==> src/rtl/io_port_arbiter.sv <==
// Round-robin arbiter sharing one I/O device req/ack channel between two requesters.
// Define IO_ARB_TIMEOUT_EN to bound the ack wait to TIMEOUT_CYCLES and raise a sticky timeout_o.
module io_port_arbiter #(
  parameter int D_WIDTH        = 34,
  parameter int PA_WIDTH       = 4,
  parameter int TIMEOUT_CYCLES = 16
) (
  input  logic                clk,
  input  logic                reset_i,
  input  logic                r0_req_i,
  input  logic                r0_we_i,
  input  logic [PA_WIDTH-1:0] r0_addr_i,
  input  logic [D_WIDTH-1:0]  r0_data_i,
  output logic                r0_done_o,
  output logic [D_WIDTH-1:0]  r0_data_o,
  input  logic                r1_req_i,
  input  logic                r1_we_i,
  input  logic [PA_WIDTH-1:0] r1_addr_i,
  input  logic [D_WIDTH-1:0]  r1_data_i,
  output logic                r1_done_o,
  output logic [D_WIDTH-1:0]  r1_data_o,
  output logic                io_read_req_o,
  output logic                io_write_req_o,
  output logic [PA_WIDTH-1:0] io_read_addr_o,
  output logic [PA_WIDTH-1:0] io_write_addr_o,
  output logic [D_WIDTH-1:0]  io_din_o,
  input  logic [D_WIDTH-1:0]  io_dout_i,
  input  logic                io_read_ack_i,
  input  logic                io_write_ack_i,
  output logic                busy_o,
  output logic                grant_o,
  output logic                timeout_o
);

  typedef enum logic [1:0] {S_IDLE, S_ISSUE, S_WAIT} state_t;

  state_t               state;
  logic                 ptr;
  logic                 we_q;
  logic                 r0_cand, r1_cand, any_cand, pick;
  logic                 sel_we;
  logic [PA_WIDTH-1:0]  sel_addr;
  logic [D_WIDTH-1:0]   sel_data;
  logic                 ack_match, tmo_hit, finish;
  logic [D_WIDTH-1:0]   fill_data;

  // A requester whose done is pulsing this cycle is not re-granted: it gets
  // one cycle to drop req, so a held req starts a fresh transaction only after that.
  assign r0_cand  = r0_req_i & ~r0_done_o;
  assign r1_cand  = r1_req_i & ~r1_done_o;
  assign any_cand = r0_cand | r1_cand;
  assign pick     = (r0_cand & r1_cand) ? ptr : r1_cand;

  assign sel_we   = pick ? r1_we_i   : r0_we_i;
  assign sel_addr = pick ? r1_addr_i : r0_addr_i;
  assign sel_data = pick ? r1_data_i : r0_data_i;

  assign ack_match = we_q ? io_write_ack_i : io_read_ack_i;
  assign finish    = (state == S_WAIT) & (ack_match | tmo_hit);
  assign fill_data = ack_match ? io_dout_i : '1;

`ifdef IO_ARB_TIMEOUT_EN
  localparam int CNT_W = $clog2(TIMEOUT_CYCLES + 1);

  logic [CNT_W-1:0] wait_cnt;

  // The counter reaches the limit on the edge closing the last allowed WAIT cycle.
  assign tmo_hit = (state == S_WAIT) & ~ack_match &
                   (wait_cnt == CNT_W'(TIMEOUT_CYCLES - 1));

  always_ff @(posedge clk or posedge reset_i) begin
    if (reset_i) begin
      wait_cnt  <= '0;
      timeout_o <= 1'b0;
    end else begin
      if (state == S_ISSUE)     wait_cnt <= '0;
      else if (state == S_WAIT) wait_cnt <= wait_cnt + CNT_W'(1);
      if (tmo_hit) timeout_o <= 1'b1;
    end
  end
`else
  assign tmo_hit   = 1'b0;
  assign timeout_o = 1'b0;
`endif

  always_ff @(posedge clk or posedge reset_i) begin
    if (reset_i) begin
      state           <= S_IDLE;
      ptr             <= 1'b0;
      we_q            <= 1'b0;
      grant_o         <= 1'b0;
      busy_o          <= 1'b0;
      io_read_req_o   <= 1'b0;
      io_write_req_o  <= 1'b0;
      io_read_addr_o  <= '0;
      io_write_addr_o <= '0;
      io_din_o        <= '0;
      r0_done_o       <= 1'b0;
      r1_done_o       <= 1'b0;
      r0_data_o       <= '0;
      r1_data_o       <= '0;
    end else begin
      // NOTE: pulse outputs default low here so every state only has to set them;
      // non-blocking assignment lets a later write in the same block override this.
      r0_done_o      <= 1'b0;
      r1_done_o      <= 1'b0;
      io_read_req_o  <= 1'b0;
      io_write_req_o <= 1'b0;

      unique case (state)
        S_IDLE: begin
          if (any_cand) begin
            grant_o         <= pick;
            we_q            <= sel_we;
            io_read_addr_o  <= sel_addr;
            io_write_addr_o <= sel_addr;
            io_din_o        <= sel_data;
            io_write_req_o  <= sel_we;
            io_read_req_o   <= ~sel_we;
            busy_o          <= 1'b1;
            state           <= S_ISSUE;
          end
        end
        S_ISSUE: state <= S_WAIT;
        S_WAIT: begin
          if (finish) begin
            if (grant_o) begin
              r1_done_o <= 1'b1;
              if (!we_q) r1_data_o <= fill_data;
            end else begin
              r0_done_o <= 1'b1;
              if (!we_q) r0_data_o <= fill_data;
            end
            ptr    <= ~grant_o;
            busy_o <= 1'b0;
            state  <= S_IDLE;
          end
        end
        default: state <= S_IDLE;
      endcase
    end
  end

endmodule

==> config.mk <==
export PLATFORM = sky130hd
export DESIGN_NAME = io_port_arbiter
export DESIGN_NICKNAME = d
export VERILOG_FILES = /design/src/rtl/io_port_arbiter.sv
export SDC_FILE = /design/constraint.sdc
export NUM_CORES = 1
export LEC_CHECK = 0
export ABC_AREA = 1
export BUFFER_PORTS_ARGS = -buffer_cell sky130_fd_sc_hd__clkbuf_2
export CAP_MARGIN = 10
export CORE_ASPECT_RATIO = 1.1
export CORE_MARGIN = 8
export CORE_UTILIZATION = 40
export DETAILED_ROUTE_END_ITERATION = 16
export HOLD_SLACK_MARGIN = 0.1
export PLACE_DENSITY = 0.77
export SYNTH_ARGS = -nofsm -noshare
export SYNTH_HDL_FRONTEND = slang
export SYNTH_SLANG_ARGS = --single-unit
==> constraint.sdc <==
create_clock -name clk -period 5.4 [get_ports clk]
set_input_delay 1.08 -clock clk [delete_from_list [all_inputs] [get_ports clk]]
set_output_delay 1.08 -clock clk [all_outputs]
set_load 0.01 [all_outputs]
After elaboration in Yosys (flattened, before gate mapping)
Cells that the tools add are included.

Flip-flop bits (word level): 116. Bits of input ports: 118. Output and inout port bits: 117. Word-level logic and storage cells: 57.

Equality and inequality tests: 4. Mux-type cells: 22. Bitwise logic cells: 10. Reduce and logical (&&, ||, !) cells: 8.

Operator list (count): 2-to-1 mux 34 bit (2); 2-to-1 mux 1 bit (15); AND reduction 4 bit (2); one-hot mux 2 bit (3 select lines) (1); AND reduction 2 bit (3); NOT 1 bit (5); bitwise AND 1 bit (4); 2-to-1 mux 2 bit (2); 2-to-1 mux 4 bit (1); != test 2 bit (second input constant) (2); AND reduction 3 bit (1); == test 2 x 1 -> 1 bit (second input constant) (1); == test 2 bit (second input constant) (1); logical NOT 2 bit (1); one-hot mux 1 bit (2 select lines) (1); nonzero test 2 bit (1); OR 1 bit (1).

Longest topological paths before layout
Gate-level depths: netlist of the first run.

Depth in word-level cells: 8. Depth in mapped cells: 8.

Least setup slack after synthesis of the first run
No wires, ideal clock.

Path kind: input-to-reg. Start point: input port r1_req_i. End point: register io_din_o[10]. Setup time: 0.117 ns. Arrival: 1.818 ns. Required time: 5.283 ns. Setup slack: 3.465 ns. Stages on the path: 7. Cells stage by stage: nand2_1 inv_1 buf_2 buf_2 nand3_1 nand3_1 nand2_1.

Longest elaborated chain between the ends: 4. Elaborated cells between the ends (all ways): 6. Classes of those cells: mux: 2; bitwise: 3; reduce/logical: 1.

Ends and longest elaborated chain: start: declaration (RTL line 16) `input logic r1_req_i,`; bitwise AND 1 bit * (RTL line 50) `assign r1_cand = r1_req_i & ~r1_done_o;`; bitwise AND 1 bit (RTL line 52) `assign pick = (r0_cand & r1_cand) ? ptr : r1_cand;`; 2-to-1 mux 1 bit (RTL line 52); 2-to-1 mux 34 bit (RTL line 56) `assign sel_data = pick ? r1_data_i : r0_data_i;`; end signal: assignment (RTL line 117) `io_din_o <= sel_data;`; end: declaration (RTL line 26) `output logic [D_WIDTH-1:0] io_din_o,`.

Mark *: on every way between the ends. The rest lies on a longest branch, timed or not. A chain may end at the register's enable or synchronous reset.

Worst setup path in the final report of the first run
Start point: input port io_write_ack_i. End point: register r1_data_o[5].

Longest elaborated chain between the ends: 3. Elaborated cells between the ends (all ways): 4. Classes of those cells: mux: 2; bitwise: 1; reduce/logical: 1.

Ends and longest elaborated chain: start: declaration (RTL line 29) `input logic io_write_ack_i,`; 2-to-1 mux 1 bit * (RTL line 58) `assign ack_match = we_q ? io_write_ack_i : io_read_ack_i;`; bitwise AND 1 bit (RTL line 59) `assign finish = (state == S_WAIT) & (ack_match | tmo_hit);`; AND reduction 4 bit (no source line); end signal: assignment (RTL line 129) `if (!we_q) r1_data_o <= fill_data;`; end: declaration (RTL line 21) `output logic [D_WIDTH-1:0] r1_data_o,`.

Marks and branches as above.

==> metrics list, run 1 <==
- Run status: complete, no violations
- Of the total power, the share spent switching nets is 0.398.
* Number of vias per cell after detailed routing: 4.79
- List of most frequent post-synthesis cells: sky130_fd_sc_hd__nand2_1 (264), sky130_fd_sc_hd__dfrtp_1 (116), sky130_fd_sc_hd__inv_1 (90)
- The tool flagged a number of max-cap violations equal to 0.
- Leakage dissipation: 0.00439 uW
- Critical setup path kind: in -> reg
* First-pass iteration count of the detailed router: 5
* CTS tree: built
- Post-synthesis register bit count: 116
- Top-level I/O count: roughly 240
- First-pass GRT wire length: between 20 and 30 mm
* Buffers inserted by post-CTS timing repair: 0
* Number of global-route vias before repair: 5523
* Starting DRT DRC Count: 338
- After clock tree synthesis, the clock-pin slew on the worst setup and hold paths is 0.06 ns.
* Setup crit start kind: input pin
* ANT cells: 0
- The floorplan step set the die height to 141 um.
- Place WS: 2.31 ns
- Dividing the detail-routed wire length by the instance count gives approximately 15 um.
- Synthesis produced a netlist whose cell count is 721.
* Max Freq: 0.371 GHz
- Final Slew Violations: 0
- Peak supply drop: 240 uV
- Post-layout power: 4430 uW
* Share of final-layout standard cells stronger than drive strength 1: 0.320
- Library cells used by synthesis: 24
- The share of total power dissipated in the clock network is 0.269.
* Normalized max-slew margin: 0.294
- In this run the worst path has a maximum fanout of 37.
- Initial antenna violation count: 0
- After clock tree synthesis, the repair step resized 0 gates.
- Post-Route Setup TNS: 0 ns
- Cts bufs inserted: 17
- Number of cells on the worst hold path: 2
* Min-delay worst type: reg -> reg
* Transition time of the tightest slew-check pin: 1.06 ns
- Routed vias: 5403
* Maximum number of pins on one net before global-route repair: 72
- Compared with the post-synthesis result, the final layout area differs by 31.9%.
- The number of hold buffers added after CTS was 0.
- In this run the standard cell core region covers 13900 um2.
* Nets: 1047
- Required time of the critical path: 5.69 ns
- Once detail routing completed, the nets flagged for antenna violations numbered 0.
- In this run the mean area of a mapped cell was 7.86 um2.
- Post-synthesis instance area: 5670 um2
- Of the total power, combinational logic draws 0.382.
* Arrival @ worst endpoint: 2.98 ns
- The die covers 18200 um2.
- Clock latency of the later-clocked register in the worst-skew pair: 0.41 ns
- For this run, the register share of the synthesized area comes to 0.512.
- The initialized floorplan defines 45 standard-cell rows.
* Die Wd: 129 um
* Number of buffers between clock root and the deepest sink: 2
- The share of total power dissipated in sequential elements is 0.349.
* DRC violations left: 0
- Util after Layout: 0.539
- Buffers on Ports: between 200 and 250
- Clock Root Buffer: sky130_fd_sc_hd__clkbuf_16
- The filler cells instantiated in the layout total about 1300.
* Sink Count: 116
* Net count after synthesis: approximately 840
- Count leader, synth: sky130_fd_sc_hd__nand2_1
- Number of enable flip-flop cells after synthesis: 0
- For this run, asynchronously set or reset flops after synthesis account for 1.00.
- Wires add up to 17.0 mm.
* Fin Clk Skew: between 0.007 and 0.008 ns
* Global Route Usage Sum: 0.188
* Htree depth: 4
- The worst setup path is captured at a flip-flop.
- By area the synthesized netlist is led by sky130_fd_sc_hd__dfrtp_1 (51%), sky130_fd_sc_hd__nand2_1 (17%), sky130_fd_sc_hd__nand3_1 (7.1%), sky130_fd_sc_hd__inv_1 (6.0%), sky130_fd_sc_hd__nand4_1 (3.8%).
* R2R cell count: 6
- Routability-driven placement congestion ratio: between 0.7 and 0.8
- Final min period: 2.69 ns
- The internal power of the cells totals 2670 uW.
* Post-DP HPWL: between 10 and 15 mm
- Setup repair after global routing missed its margin: no
- The initial utilization of the core area, before any placement, comes to 0.409.
* Setup-failing EPs final: 0
- Power spread over the standard cell area amounts to 593 nW/um2.
- Combined area of the multi-input logic cells: ~2200 um2
- Final hold analysis gives a worst-case slack of 0.468 ns.
- Net switching component of the power: 1760 uW
* Remaining global-route overflow: 0
- Final setup margin: between 2 and 3 ns
- Registers take a little under 3000 um2.
* Warning count from the yosys run: 0
- Of the available clock period, the critical path in the final layout requires 0.499.
- Proportion of netlist area held by the largest area contributor: 0.512
* Cell taking the most area after synthesis: sky130_fd_sc_hd__dfrtp_1
* Final hold viol count: 0
- For this run, the leading register cell type out of synthesis is sky130_fd_sc_hd__dfrtp_1.
-- power groups by stage --
stage          Clock (uW)  Combinational (uW)  Sequential [uW]
5_1_grt              1240                1890             1600
6_report             1190                1690             1550
2_1_floorplan           0                 863             1700
3_5_place_dp            0                1730             1550
4_1_cts              1200                1730             1550
3_3_place_gp            0                1690             1540
-- final cells by class --
type / count / area share
multi-input cells: 463 / 0.288
clock inverters: 12 / 0.0243
well taps: 188 / 0.0315
inverters: 93 / 0.0471
repair buffers: 238 / 0.161
clock buffers: 19 / 0.0593
flip-flops and latches: 116 / 0.388
-- metrics by stage --
| step | instances | instance area [um2] |
|---|---|---|
| final | 1129 | 7470 |
| after global routing | 1129 | 7470 |
| after CTS | 1129 | 7470 |
| after detailed placement | 1098 | 6850 |
| after global placement | 1098 | 6850 |
| after floorplan | 721 | 5670 |
-- routing by layer --
layer / vias up / part of all wire / wire length, um / global-route usage
li1: 2648 / - / - / -
met1: 2504 / 0.42 / 7130 / 0.223
met2: 229 / 0.47 / 8000 / 0.305
met3: 22 / 0.093 / 1580 / 0.0675
met4: 0 / 0.017 / 289 / 0.0692
met5: - / 0 / 0 / 0
-- registers in the layout, summed over array words and instances (netlist names) --
name             count
state                2
r1_done_o            1
io_write_req_o       1
r1_data_o           34
r0_data_o           34
io_write_addr_o      4
r0_done_o            1
we_q                 1
ptr                  1
io_din_o            34
io_read_req_o        1
busy_o               1
grant_o              1
-- critical path, cell delays in order --
cell and delay (ns):
sky130_fd_sc_hd__clkbuf_2 0.08, sky130_fd_sc_hd__inv_1 0.07, sky130_fd_sc_hd__nand2_1 0.08, sky130_fd_sc_hd__nand2_4 0.30, sky130_fd_sc_hd__clkinv_1 0.89, sky130_fd_sc_hd__nand4_1 0.37, sky130_fd_sc_hd__nand2_1 0.08
-- layout by cell type (no fill, tap or decap), types with 2 or more instances in the layout --
cell and n:
sky130_fd_sc_hd__inv_1 89, sky130_fd_sc_hd__clkinv_4 3, sky130_fd_sc_hd__o21ai_0 36, sky130_fd_sc_hd__nand2_1 264, sky130_fd_sc_hd__dfrtp_1 116, sky130_fd_sc_hd__clkbuf_2 233, sky130_fd_sc_hd__buf_4 5, sky130_fd_sc_hd__or2_2 20
sky130_fd_sc_hd__or2_1 14, sky130_fd_sc_hd__inv_2 2, sky130_fd_sc_hd__nor2_1 4, sky130_fd_sc_hd__clkbuf_16 17, sky130_fd_sc_hd__nand3_1 79, sky130_fd_sc_hd__clkinvlp_4 4, sky130_fd_sc_hd__nor2_8 2, sky130_fd_sc_hd__nand4_1 34
sky130_fd_sc_hd__bufinv_16 4, sky130_fd_sc_hd__nand2_4 3
-- kinds of logic after synthesis --
logic type / count (synthesis) / share of synthesized area
AOI/OAI and AO/OA: 38 / 0.0342
buffers and inverters: 142 / 0.110
DFF: 116 / 0.512
and+or+nand+nor: 424 / 0.343
other: 1 / 0.000662
-- worst paths after layout --
path                                start             to  slack [ns]
max reg2reg                          we_q   r1_data_o[5]        2.97
max                        io_write_ack_i   r1_data_o[5]        2.71
min reg2reg                 r1_data_o[24]  r1_data_o[24]        0.47
max in group asynchronous         reset_i   io_din_o[33]        3.46
min                         r1_data_o[24]  r1_data_o[24]        0.47
min in group asynchronous         reset_i   r1_data_o[1]        0.84
No activity file was read; power rests on OpenSTA's default activity.
==> run 2, diff against run 1 <==
Settings changed: ABC_AREA 1 to 0, PLACE_DENSITY 0.77 to 0.8.
Clock period 5.4 ns to 2.6 ns, I/O delays scaled along.
==> run 2 against run 1 <==
Global-route usage shrank 0.81 points. First-iteration DRC count shrank 9.5%. Hold slack lost 0.16 ns. Utilization grew 3.3 points. Critical endpoint is now io_read_req_o. Power grew 93%. Die area shrank 15%. Non-clock buffer count grew 4.
==> metrics list, run 2 <==
* Run status: complete, no violations
- The worst stage delay on the critical path is 0.41 ns (-0.48 ns).
- R2R setup slack: 0.91 ns (-2.06 ns)
- The floorplan die height was 130 um (-7.9%).
* Routed vias: 4339 (-20%)
- The transition time at the pin with the least slew margin came to 0.602 ns (-0.454 ns).
- Number of enable flip-flop cells after synthesis: 0 (unchanged)
* Arrival @ worst endpoint: 1.97 ns (-1.01 ns)
- Synth-to-Final Area Change: 40.0%
* MaxCap Viol Count: 0 (unchanged)
* Number of vias per cell after detailed routing: 4.85 (+1.3%)
- Nets: 850 (-19%)
- The mean instance size in the synthesized netlist came to 9.18 um2 (+17%).
- The combined area of all synthesized cells came to 4700 um2 (-17%).
- The post-CTS setup-driven buffer insertion count is 0 (unchanged).
* Starting density of the core: 0.409 (about the same)
* Cell taking the most area after synthesis: sky130_fd_sc_hd__dfrtp_1
* DRC violations left: 0 (unchanged)
* Peak supply drop: 639 uV (+170%)
* Async set-reset flop share out of synthesis: 1.00 (unchanged)
- The total wire length is 13.8 mm (-19%).
- The signal on the critical path passes through or3b_1 > nand2_1 > buf_4 > nand2_1 > and3_1.
- Htree depth: 4 (unchanged)
- Leakage dissipation: 0.00322 uW (-27%)
* Routability-driven placement congestion ratio: 0.765 (-0.20%)
- STA classifies the critical path startpoint as a flip-flop.
- Count leader, synth: sky130_fd_sc_hd__nor2_1
- The overflow left after global routing is 0 (unchanged).
- The later-pin clock latency in the skew report came to 0.40 ns (about the same).
- The synthesized net count is 630 (-25%).
- Required time of the critical path: 2.88 ns (-2.81 ns)
- CP Max Fanout: 39 (+5.4%)
- Most used DFF post-synth: sky130_fd_sc_hd__dfrtp_1
- In this run the worst hold path is classified as in -> async.
* Post-cts sizing count: 0 (unchanged)
- The sequential share of the synthesized area came to 0.618 (+0.105).
- The number of global-route vias before repair is 4444 (-20%).
- Total die area: 15500 um2 (-15%)
- Normalized max-slew margin: 0.599 (+0.304)
- The antenna diode count came to 0 (unchanged).
- Commonest cells after routing, fill and taps aside: sky130_fd_sc_hd__clkbuf_2 (233), sky130_fd_sc_hd__nor2_1 (145), sky130_fd_sc_hd__dfrtp_1 (116)
- Startpoint of the most critical register-to-register path: r0_done_o
- The setup-violating endpoint count in the final report was 0 (unchanged).
- The number of synthesized register bits came to 116 (unchanged).
* Hold-fix buffer count after cts: 0 (unchanged)
- The number of sinks handled by clock tree synthesis was 116 (unchanged).
- Share of final-layout standard cells stronger than drive strength 1: 0.374 (+0.0546)
- Library cells used by synthesis: 24 (unchanged)
- Maximum number of pins on one net before global-route repair: 117 (+63%)
- The iteration count of the initial detailed-routing pass was 4 (-1).
- The number of antenna violations at the first check in global routing is 0 (unchanged).
* Die Wd: 119 um (-7.8%)
- Critical Path End Type: flip-flop
* Post-layout power: 8550 uW (+93%)
- CTS tree: built
- The total buffers and inverters traversed by the critical path came to 1 (-2).
- Leading cell type in the layout, fill and taps excluded: sky130_fd_sc_hd__clkbuf_2
- The fraction of synthesized cell area taken by the top area cell type is 0.618 (+0.105).
- Final hold viol count: 0 (unchanged)
- In the final layout, the registers with the most flip-flops are io_din_o (34), r0_data_o (34), r1_data_o (34).
- Post-DP HPWL: 10.1 mm (-17%)
* Cell Count, Final, Fillers Out: 895 (-21%)
- Fin Clk Skew: 0.00791 ns (+0.000593 ns)
- Cts bufs inserted: 17 (unchanged)
* Most frequent cell on the critical path: sky130_fd_sc_hd__nand2_1
- The finished layout cell area was 6580 um2 (-12%).
* First-pass GRT wire length: 22.4 mm (-18%)
- The critical path is of the reg -> reg type.
* Kind of cell adding the most delay to the critical path: simple AND/OR/NAND/NOR gates
- The worst reg2reg path depth was 5 (-1).
- The clock-pin slew of the registers on the worst-case setup and hold paths was 0.05 ns (about the same).
* Max Freq: slightly below 0.6 GHz
- Warning count from the yosys run: 0 (unchanged)
* Setup repair after global routing missed its margin: no
* Standard cell area after detailed placement: 5980 um2 (-13%)
- The routed wirelength normalized by instance count was 15.4 um (+2.2%).
* Global Route Usage Sum: 0.180 (-0.00811)
- The placeable core region was 11500 um2 (-17%).
- The number of port buffers came to 233 (unchanged).
- The top-level port count came to 235 (unchanged).
- Cells taking the most area after synthesis: sky130_fd_sc_hd__dfrtp_1 (62%), sky130_fd_sc_hd__nor2_1 (12%), sky130_fd_sc_hd__a21oi_1 (7.2%), sky130_fd_sc_hd__nand2_1 (6.3%), sky130_fd_sc_hd__a31oi_1 (5.2%)
- Number of placement rows: 41 (-8.9%)
- The cell count after placement was 863 (-21%).
- Count of filler cells inserted in the layout: 1066 (-19%)
- The antenna violation net count after detailed routing was 0 (unchanged).
* Post-Route Setup TNS: 0 ns (unchanged)
* Final Slew Violations: 0 (unchanged)
* Final clock period utilization by the worst path: 0.648
- Final min period: 1.69 ns
* List of most frequent post-synthesis cells: sky130_fd_sc_hd__nor2_1 (145), sky130_fd_sc_hd__dfrtp_1 (116), sky130_fd_sc_hd__nand2_1 (79)
* CP max-delay cell: sky130_fd_sc_hd__dfrtp_1
- Starting DRT DRC Count: 306 (-9.5%)
* Synthesized netlist cell count: 512 (-29%)
- The clock tree buffer depth was 2 (unchanged).
* Power Density: 1300 nW/um2 (+120%)
- Clock Root Buffer: sky130_fd_sc_hd__clkbuf_16
- In this run the critical register-to-register path is captured at io_read_req_o.
[run 2: worst min-delay path, cell delays in order]
cell                         delay (ns)
sky130_fd_sc_hd__clkbuf_2          0.10
sky130_fd_sc_hd__clkinvlp_4        0.08
sky130_fd_sc_hd__buf_12            0.46
[run 2: report_power, final]
| part | total (uW) | internal, uW | switching (uW) |
|---|---|---|---|
| Combinational | 3090 | 1240 | 1850 |
| Clock | 2300 | 1490 | 812 |
| Sequential | 3160 | 2660 | 498 |
[run 2: final cells by class]
type / count / area [um2] / share of cell area
Sequential cell: 116 / 2900 / 0.441
Timing Repair Buffer: 242 / 1280 / 0.195
Inverter: 3 / 15.0 / 0.00228
Clock buffer: 21 / 470 / 0.0715
Clock inverter: 11 / 126 / 0.0192
Tap cell: 150 / 188 / 0.0285
Multi-Input combinational cell: 352 / 1590 / 0.242
[run 2: kinds of logic after synthesis]
kind of cell / after synthesis / synth area share
AND/OR/NAND/NOR: 238 / 0.200
other: 1 / 0.000798
flip-flops: 116 / 0.618
multiplexers: 1 / 0.00213
buffers and inverters: 44 / 0.0490
AO/OA/AOI/OAI: 112 / 0.131
[run 2: routing by layer]
| layer | routed length, um | global-route usage |
|---|---|---|
| met5 | 0 | 0 |
| met4 | 176 | 0.0618 |
| met3 | 1680 | 0.0916 |
| met2 | 6310 | 0.280 |
| met1 | 5620 | 0.211 |
[run 2: how the worst max path moves through the flow]
| stage | startpoint | endpoint | slack (ns) | cells past startpoint |
|---|---|---|---|---|
| finish | r0_done_o | io_read_req_o | 0.91 | 5 |
| global route | r0_done_o | io_read_req_o | 0.79 | 5 |
| CTS | r0_done_o | io_read_req_o | 0.89 | 5 |
| detailed placement | r0_req_i | io_read_req_o | 0.69 | 6 |
| global placement | r0_req_i | io_read_req_o | 0.74 | 6 |
| floorplan | reset_i | busy_o | 0.67 | 1 |
[run 2: per-stage QoR]
step | setup WS [ns] | hold WS, ns | util
after floorplan | 0.667 | 0.460 | -
after global placement | 0.741 | 0.496 | 0.521
after global routing | 0.791 | 0.337 | 0.573
after detailed placement | 0.694 | 0.509 | 0.521
after CTS | 0.893 | 0.322 | 0.573
final | 0.914 | 0.303 | 0.573
